## src/rtl/iodev_gen.sv

```systemverilog
// Parameterised 68000-bus I/O device: ADC front end, digital in/out, DTACK wait states.
// The watchdog counter is built only when IODEV_WDT_EN is defined; otherwise wdt_rst is tied low.
module iodev_gen #(
    parameter int NCH      = 4,
    parameter int DIN_W    = 8,
    parameter int DOUT_W   = 8,
    parameter int CONV_CYC = 32,
    parameter int WAIT_CYC = 0,
    parameter int WDT_CYC  = 262144
) (
    input  logic              cl,
    input  logic              reset,
    input  logic [22:0]       ad,
    input  logic              as,
    input  logic              rw,
    input  logic              uds,
    input  logic              lds,
    input  logic [15:0]       od,
    output logic              dtack,
    output logic              dv,
    output logic [15:0]       id,
    input  logic [NCH*8-1:0]  adc_in,
    input  logic [DIN_W-1:0]  din,
    output logic [DOUT_W-1:0] dout,
    output logic              wdt_rst
);
    localparam int CHB = (NCH > 1) ? $clog2(NCH) : 1;
    localparam int TW  = (CONV_CYC > 1) ? $clog2(CONV_CYC) : 1;
    localparam logic [TW-1:0]  TMR_INIT = TW'(CONV_CYC - 1);
    localparam logic [3:0]     WAIT_L   = 4'(WAIT_CYC);
    localparam logic [CHB:0]   NCH_L    = (CHB + 1)'(NCH);

    typedef enum logic {S_IDLE, S_CONV} state_t;

    logic [2:0] sub;
    logic       hit, sel_adc, sel_start, sel_io, sel_wdt;
    logic       axs, start, wr, busy, ch_ok;
    logic [CHB:0] ch_ext;

    assign sub       = ad[15:13];
    assign hit       = (ad[22:17] == 6'b100101);
    assign sel_adc   = hit & (sub == 3'b000);
    assign sel_start = hit & (sub == 3'b001);
    assign sel_io    = hit & (sub == 3'b010);
    assign sel_wdt   = hit & (sub == 3'b110);
    assign axs       = as & (sel_adc | sel_start | sel_io | sel_wdt) & (uds | lds);

    logic                axs_q, dtack_q, dtack_d;
    logic [3:0]          cnt_q, cnt_d;
    logic [DIN_W-1:0]    sync1_q, sync2_q, din_q, din_d;
    logic [DOUT_W-1:0]   dout_q, dout_d;
    state_t              state_q;
    logic [CHB-1:0]      ch_q;
    logic [TW-1:0]       timer_q;
    logic [7:0]          result_q;

    assign start  = axs & ~axs_q;
    assign wr     = start & rw & lds;
    assign busy   = (state_q == S_CONV);
    assign ch_ext = {1'b0, ad[CHB-1:0]};
    assign ch_ok  = (ch_ext < NCH_L);

    always_comb begin
        cnt_d = '0;
        if (axs)
            cnt_d = (cnt_q == WAIT_L) ? cnt_q : cnt_q + 4'd1;
        dtack_d = axs & (cnt_q == WAIT_L);
        din_d   = (start & ~rw & sel_io) ? sync2_q : din_q;
        dout_d  = (wr & sel_io) ? od[DOUT_W-1:0] : dout_q;
    end

    always_ff @(posedge cl or posedge reset) begin
        if (reset) begin
            axs_q   <= 1'b0;
            cnt_q   <= '0;
            dtack_q <= 1'b0;
            sync1_q <= '1;
            sync2_q <= '1;
            din_q   <= '1;
            dout_q  <= '0;
        end else begin
            axs_q   <= axs;
            cnt_q   <= cnt_d;
            dtack_q <= dtack_d;
            sync1_q <= din;
            sync2_q <= sync1_q;
            din_q   <= din_d;
            dout_q  <= dout_d;
        end
    end

    // Start writes while converting are dropped, so busy is never extended.
    always_ff @(posedge cl or posedge reset) begin
        if (reset) begin
            state_q  <= S_IDLE;
            ch_q     <= '0;
            timer_q  <= '0;
            result_q <= '0;
        end else begin
            case (state_q)
                S_IDLE: if (wr & sel_start) begin
                    ch_q    <= ch_ok ? ad[CHB-1:0] : '0;
                    timer_q <= TMR_INIT;
                    state_q <= S_CONV;
                end
                S_CONV: if (timer_q == '0) begin
                    result_q <= adc_in[{ch_q, 3'b000} +: 8];
                    state_q  <= S_IDLE;
                end else begin
                    timer_q <= timer_q - TW'(1);
                end
                default: state_q <= S_IDLE;
            endcase
        end
    end

    logic [15:0] din_ext;
    always_comb begin
        din_ext = '1;
        din_ext[DIN_W-1:0] = din_q;
        id = 16'hFFFF;
        if (axs & ~rw) begin
            if (sel_adc)
                id = {busy, 7'h00, result_q};
            else if (sel_io)
                id = din_ext;
        end
    end

    assign dtack = dtack_q;
    assign dv    = axs & ~rw;
    assign dout  = dout_q;

`ifdef IODEV_WDT_EN
    localparam int WW = $clog2(WDT_CYC + 1);
    logic [WW-1:0] wcnt_q, wcnt_d;
    logic [3:0]    pls_q, pls_d;
    logic          wdt_q, wdt_d, kick;

    assign kick = wr & sel_wdt;

    // A kick resets the count but never cuts a pulse short.
    always_comb begin
        wcnt_d = kick ? '0 : wcnt_q + WW'(1);
        pls_d  = pls_q;
        wdt_d  = wdt_q;
        if (wdt_q) begin
            if (pls_q == 4'd0) begin
                wdt_d  = 1'b0;
                wcnt_d = '0;
            end else begin
                pls_d = pls_q - 4'd1;
            end
        end else if (wcnt_d == WW'(WDT_CYC - 1)) begin
            wdt_d = 1'b1;
            pls_d = 4'd15;
        end
    end

    always_ff @(posedge cl or posedge reset) begin
        if (reset) begin
            wcnt_q <= '0;
            pls_q  <= '0;
            wdt_q  <= 1'b0;
        end else begin
            wcnt_q <= wcnt_d;
            pls_q  <= pls_d;
            wdt_q  <= wdt_d;
        end
    end

    assign wdt_rst = wdt_q;
`else
    assign wdt_rst = 1'b0;
`endif

    logic unused_ad;
    assign unused_ad = ^{ad[16], ad[12:CHB]};
    if (DOUT_W < 16) begin : g_od_unused
        logic unused_od;
        assign unused_od = ^od[15:DOUT_W];
    end
endmodule

```

## config.mk

```make
export PLATFORM = sky130hd
export DESIGN_NAME = iodev_gen
export DESIGN_NICKNAME = d
export VERILOG_FILES = /design/src/rtl/iodev_gen.sv
export SDC_FILE = /design/constraint.sdc
export NUM_CORES = 1
export LEC_CHECK = 0
export ABC_AREA = 1
export BUFFER_PORTS_ARGS = -buffer_cell sky130_fd_sc_hd__buf_2
export CORE_ASPECT_RATIO = 0.75
export CORE_UTILIZATION = 48
export CTS_CLUSTER_SIZE = 24
export DETAILED_ROUTE_END_ITERATION = 6
export MAX_ROUTING_LAYER = met4
export PLACE_DENSITY_LB_ADDON = 0.05
export SKIP_CTS_REPAIR_TIMING = 1
export SLEW_MARGIN = 10
export SYNTH_ARGS = -nofsm -noshare
export SYNTH_HDL_FRONTEND = slang
export SYNTH_SLANG_ARGS = --single-unit
```

## constraint.sdc

```tcl
create_clock -name cl -period 2.1 [get_ports cl]
set_clock_uncertainty 0.05 [all_clocks]
set_input_delay 0.42 -clock cl [delete_from_list [all_inputs] [get_ports cl]]
set_output_delay 0.42 -clock cl [all_outputs]
set_load 0.01 [all_outputs]
```

==> results of run 1 <==
flip-flops by register name, summed over array words and instances (netlist names), 2 cells and up:
name and flops:
ch_q 2, cnt_q 4, din_q 8, dout 8
result_q 8, sync1_q 8, sync2_q 8, timer_q 5
per-stage QoR:
stage | area [µm²] | hold WS [ps] | power (mW) | setup WS (ps)
floorplan | 2760 | 295 | 1.16 | 240
global placement | 3270 | 296 | 1.24 | 61.8
detailed placement | 3270 | 297 | 1.25 | 31.5
CTS | 3360 | -14.8 | 1.86 | 28.5
global route | 3400 | 109 | 1.93 | -0.188
finish | 3400 | 140 | 1.84 | 97.5
final cells by class:
| class | count | area, µm² | share of cell area, % |
|---|---|---|---|
| Timing Repair Buffer | 97 | 518 | 15.2 |
| Tap cell | 75 | 93.8 | 2.76 |
| Inverter | 41 | 154 | 4.52 |
| Multi-Input combinational cell | 221 | 1160 | 34.0 |
| Sequential cell | 54 | 1380 | 40.6 |
| Clock buffer | 5 | 68.8 | 2.02 |
| Clock inverter | 3 | 28.8 | 0.846 |
metal layers:
layer	GRT usage (%)	vias up	wire length, µm
met5	-	-	0
met4	4.96	0	53
met3	5.99	6	326
met2	32.4	63	2450
met1	24.7	1003	2690
li1	-	1210	-
where the power goes:
part	leakage [nW]	internal, mW	switching, mW
Combinational	1.02	0.0655	0.0757
Clock	0.0502	0.248	0.365
Sequential	0.651	1.08	0.00898
synthesized netlist by cell type (2+ instances only):
library cell	count
dfstp_2	24
nand4_1	3
nand2_4	2
clkbuf_1	3
o21ai_2	8
dfrtp_1	30
nand3_1	14
buf_4	7
nor2_1	50
nor2_8	2
nand3_2	2
ha_1	4
nand2_1	83
nor2_4	3
inv_1	40
nor3_1	2
nand2_2	4
o21ai_0	28
buf_2	2
o22ai_1	8
nand3_4	3
worst min path at each step:
stage / startpoint / endpoint / slack (ps)
final: din[3] / sync1_q[3]$_DFF_PP1_ / 140
after global routing: din[3] / sync1_q[3]$_DFF_PP1_ / 110
after CTS: reset / timer_q[1]$_DFFE_PP0P_ / -10
after detailed placement: sync1_q[5]$_DFF_PP1_ / sync2_q[5]$_DFF_PP1_ / 300
after global placement: sync1_q[2]$_DFF_PP1_ / sync2_q[2]$_DFF_PP1_ / 300
after floorplan: sync1_q[0]$_DFF_PP1_ / sync2_q[0]$_DFF_PP1_ / 300
kinds of logic (layout without fill, tap and decap cells):
kind of cell	after synthesis	in the layout	synth area share, %
buf+inv	54	146	8.67
compound gates	45	45	9.71
flops	54	54	50.1
fa+ha+maj	4	4	1.81
other cells	1	1	0.136
xor+xnor	2	2	0.635
simple gates	169	169	28.9
worst max-delay path, stage by stage:
cell     delay [ps]
buf_2           110
nor2_4          130
nand3_4         130
buf_4           180
nor2_8          140
nand2_1          70
nor2_1          140
nor2_1           70
buf_2           130
==> metrics.csv, run 1 <==
metric,value,unit
status,"complete, no violations",
overflow,0,
cts_buffers,5,
dp.cells,486,
synth_cell_type_count,28,
p_leak,1.72,nW
insertion_delay,320,ps
setup_viol,0,
fmax,499,MHz
worstSetupStartpoint,ad[18],
rows,23,
root_buffer,clkbuf_8,
grt_pass1_vias,1996,
synth_edf_count,0,
grt_pass1_wl,8.78,mm
utilization,62.5,%
ys_warn_count,0,
hold_path.class,input port to flip-flop,
endpoint_kind,primary output,
setup.worst_path.start_class,input port,
tns,0,ps
final_common_cell,buf_2,
drc,0,
yosys_register_bits,54,
coreArea,5440,µm²
nFillCells,492,
ys_seq_area_share,50.1,%
final_nets,509,
timing.final.crit_period,2000,ps
yosys-top-cells-area,"dfrtp_1 27%, dfstp_2 23%, nand2_1 11%",
r2r_cells,6,
synth_top_area_share,27.2,%
area_growth,23.4,%
r2r_end,result_q[6]$_DFFE_PP0P_,
gr-usage-all-layers,20.0,%
postSynthCellCount,329,
synth_area,2760,µm²
p_per_area,541,nW/µm²
worstSetupPathType,input port to primary output,
avgViaCountPerCell,4.60,
vias,2282,
die_area,6060,µm²
drtPass1Iterations,4,
die_w,89.5,µm
clk_pin_slew,100,ps
ir_drop,412,µV
cp.required,1630,ps
period_share,95.4,%
final_cell_mix,"90 x buf_2, 83 x nand2_1, 48 x nor2_1",
ant_nets,0,
syn_area_per_cell,8.38,µm²
fp.dieH,67.6,µm
diodes,0,
antenna_found_initial,0,
layout-drive-gt1-share,37.3,%
initial_core_util,50.7,%
maxCapViolCount,0,
tritoncts,done,
hold_depth,1,
rrSetupSlack,500,ps
synthFlopType,dfrtp_1,
routed_wl,5.53,mm
arrival,1530,ps
yosysTopAreaCell,dfrtp_1,
timing.rr.start,timer_q[0]$_DFFE_PP0P_,
critical_path.endpoint,id[0],
gp_congestion,0.773,
crit_fanout,10,
async_reset_ff_share,100,%
fin_cells,496,
place_hpwl,4.19,mm
synth_nets,418,
clock_sinks,54,
final_hold_viol_count,0,
port-buffer-count,90,
first_iter_violations,82,
ios,112,
slew_viol_final,0,
grt_max_degree,42,
cts_buffer_depth,2,
h-tree-depth,2,
wl_per_cell,11.1,µm
No activity file was read; power rests on OpenSTA's default activity.
==> inputs of run 2 (changes only) <==
--- a/config.mk
+++ b/config.mk
@@ -7,13 +7,11 @@
 export LEC_CHECK = 0
 export ABC_AREA = 1
 export BUFFER_PORTS_ARGS = -buffer_cell sky130_fd_sc_hd__buf_2
-export CORE_ASPECT_RATIO = 0.75
 export CORE_UTILIZATION = 48
 export CTS_CLUSTER_SIZE = 24
 export DETAILED_ROUTE_END_ITERATION = 6
 export MAX_ROUTING_LAYER = met4
 export PLACE_DENSITY_LB_ADDON = 0.05
-export SKIP_CTS_REPAIR_TIMING = 1
 export SLEW_MARGIN = 10
 export SYNTH_ARGS = -nofsm -noshare
 export SYNTH_HDL_FRONTEND = slang
==> run 2 against run 1 <==
Compared with the run above:
- combinational power shrank 3%
- cell count shrank 0.60%
- core utilization shrank 1.2 points
- largest cell class unchanged
- hold slack lost 110 ps
- first-iteration DRC count grew 61%
- register-to-register slack gained 100 ps
- clock power shrank 2%
==> metrics.csv, run 2 (synthesis gave the netlist of run 1 again) <==
metric,value,unit
h-tree-depth,2,
final_hold_viol_count,0,
final_common_cell,buf_2,
endpoint_kind,primary output,
final_area,3380,µm²
rows,27,
gp_congestion,0.805,
fmax,510,MHz
grt_max_degree,22,
final_nets,509,
avgViaCountPerCell,4.59,
cts_buffers,5,
overflow,0,
crit_slowest_cell,buf_2,
die_w,77.8,µm
crit_fanout,4,
clk_pin_slew,90,ps
antenna_found_initial,0,
maxCapViolCount,0,
max_stage_delay,170,ps
place_hpwl,3.93,mm
root_buffer,clkbuf_8,
area_growth,22.4,%
gr-usage-all-layers,20.1,%
setup_viol,0,
grt_pass1_vias,2182,
period_share,93.3,%
place_area,3270,µm²
rsz0062_at_grt,no,
tritoncts,done,
insertion_delay,310,ps
critical-path-top-delay-family,simple AND/OR/NAND/NOR gates,
first_iter_violations,132,
arrival,1490,ps
final_cell_mix,"90 x buf_2, 83 x nand2_1, 50 x nor2_1",
tns,0,ps
worstSetupPathType,input port to primary output,
ir_drop,458,µV
clock_sinks,54,
p_per_area,540,nW/µm²
ant_nets,0,
p_leak,1.72,nW
ios,112,
timing.final.crit_period,1960,ps
vias,2265,
wl_per_cell,10.6,µm
coreArea,5510,µm²
diodes,0,
cp.required,1630,ps
slew_viol_final,0,
drtPass1Iterations,4,
cts_buffer_depth,2,
status,"complete, no violations",
layout-drive-gt1-share,37.1,%
grt_pass1_wl,9.49,mm
hold_path.class,input port to asynchronous set/reset pin,
port-buffer-count,90,
crit_path_cell_trace,buf_2 -> inv_1 -> nand2_1 -> nand2_1 -> nand2_2 -> nor2_8 -> nand2_2 -> inv_2 -> nand3_1 -> buf_2,
initial_core_util,50.1,%
routed_wl,5.22,mm
drc,0,
setup.worst_path.start_class,input port,
die_area,6050,µm²
cp_num_buf_inv,4,
fp.dieH,77.8,µm
## run 2: cell count changes in the layout (fill, tap and decap cells not counted), sizes merged
cell	change
buf	+1
inv	+1
dlygate4sd3	-1
clkinv	-1
## run 2: final timing paths
| path | startpoint | to | slack (ps) | cells after the start |
|---|---|---|---|---|
| worst max register to register | timer_q[0]$_DFFE_PP0P_ | result_q[3]$_DFFE_PP0P_ | 600 | 6 |
| worst min register to register | sync1_q[1]$_DFF_PP1_ | sync2_q[1]$_DFF_PP1_ | 300 | 0 |
| max in group asynchronous | reset | dtack$_DFF_PP0_ | 1360 | 3 |
| worst max-delay path | ad[15] | id[15] | 140 | 10 |
| min in group cl | din[5] | sync1_q[5]$_DFF_PP1_ | 140 | 1 |
| worst min-delay path | reset | dout[3]$_DFFE_PP0P_ | 30 | 2 |
## run 2: cell type report
| class | count | area (µm²) |
|---|---|---|
| fill | 509 | 2130 |
| sequential | 54 | 1380 |
| multi-input combinational | 221 | 1150 |
| timing repair buffer | 97 | 503 |
| inverter | 41 | 154 |
| tap | 72 | 90.1 |
| clock buffer | 5 | 68.8 |
| clock inverter | 3 | 26.3 |
## run 2: where the power goes
group	total, mW	leakage, nW	switching (mW)	internal (mW)
sequential	1.09	0.651	0.00882	1.08
combinational	0.137	1.01	0.0738	0.0629
clock	0.602	0.0491	0.356	0.246
total	1.82	1.72	0.439	1.39
## run 2: repair_timing
item / CTS / global route
hold buffers: 0 / 0
buffers inserted: 0 / 0
gates resized for setup: 0 / 2
setup endpoints to repair: 0 / 6
## run 2: layer usage
layer | part of all wire [%] | vias to the layer above | track usage, % | wire length [µm]
met5 | 0 | - | - | 0
met3 | 5.7 | 5 | 4.35 | 300
met2 | 47 | 65 | 33.2 | 2450
li1 | - | 1204 | - | -
met1 | 46 | 991 | 25.0 | 2410
met4 | 1.2 | 0 | 5.66 | 61
## run 2: per-stage QoR
| step | util [%] | total power [mW] | worst slack, ps | instances | hold WS [ps] |
|---|---|---|---|---|---|
| detailed placement | 59.3 | 1.24 | 110 | 485 | 297 |
| CTS | 61.0 | 1.85 | 109 | 493 | 32.5 |
| finish | 61.3 | 1.82 | 140 | 493 | 28.1 |
| global placement | 59.3 | 1.24 | 119 | 485 | 295 |
| global route | 61.3 | 1.91 | 5.27 | 493 | 49.0 |
| floorplan | - | 1.16 | 240 | 329 | 295 |
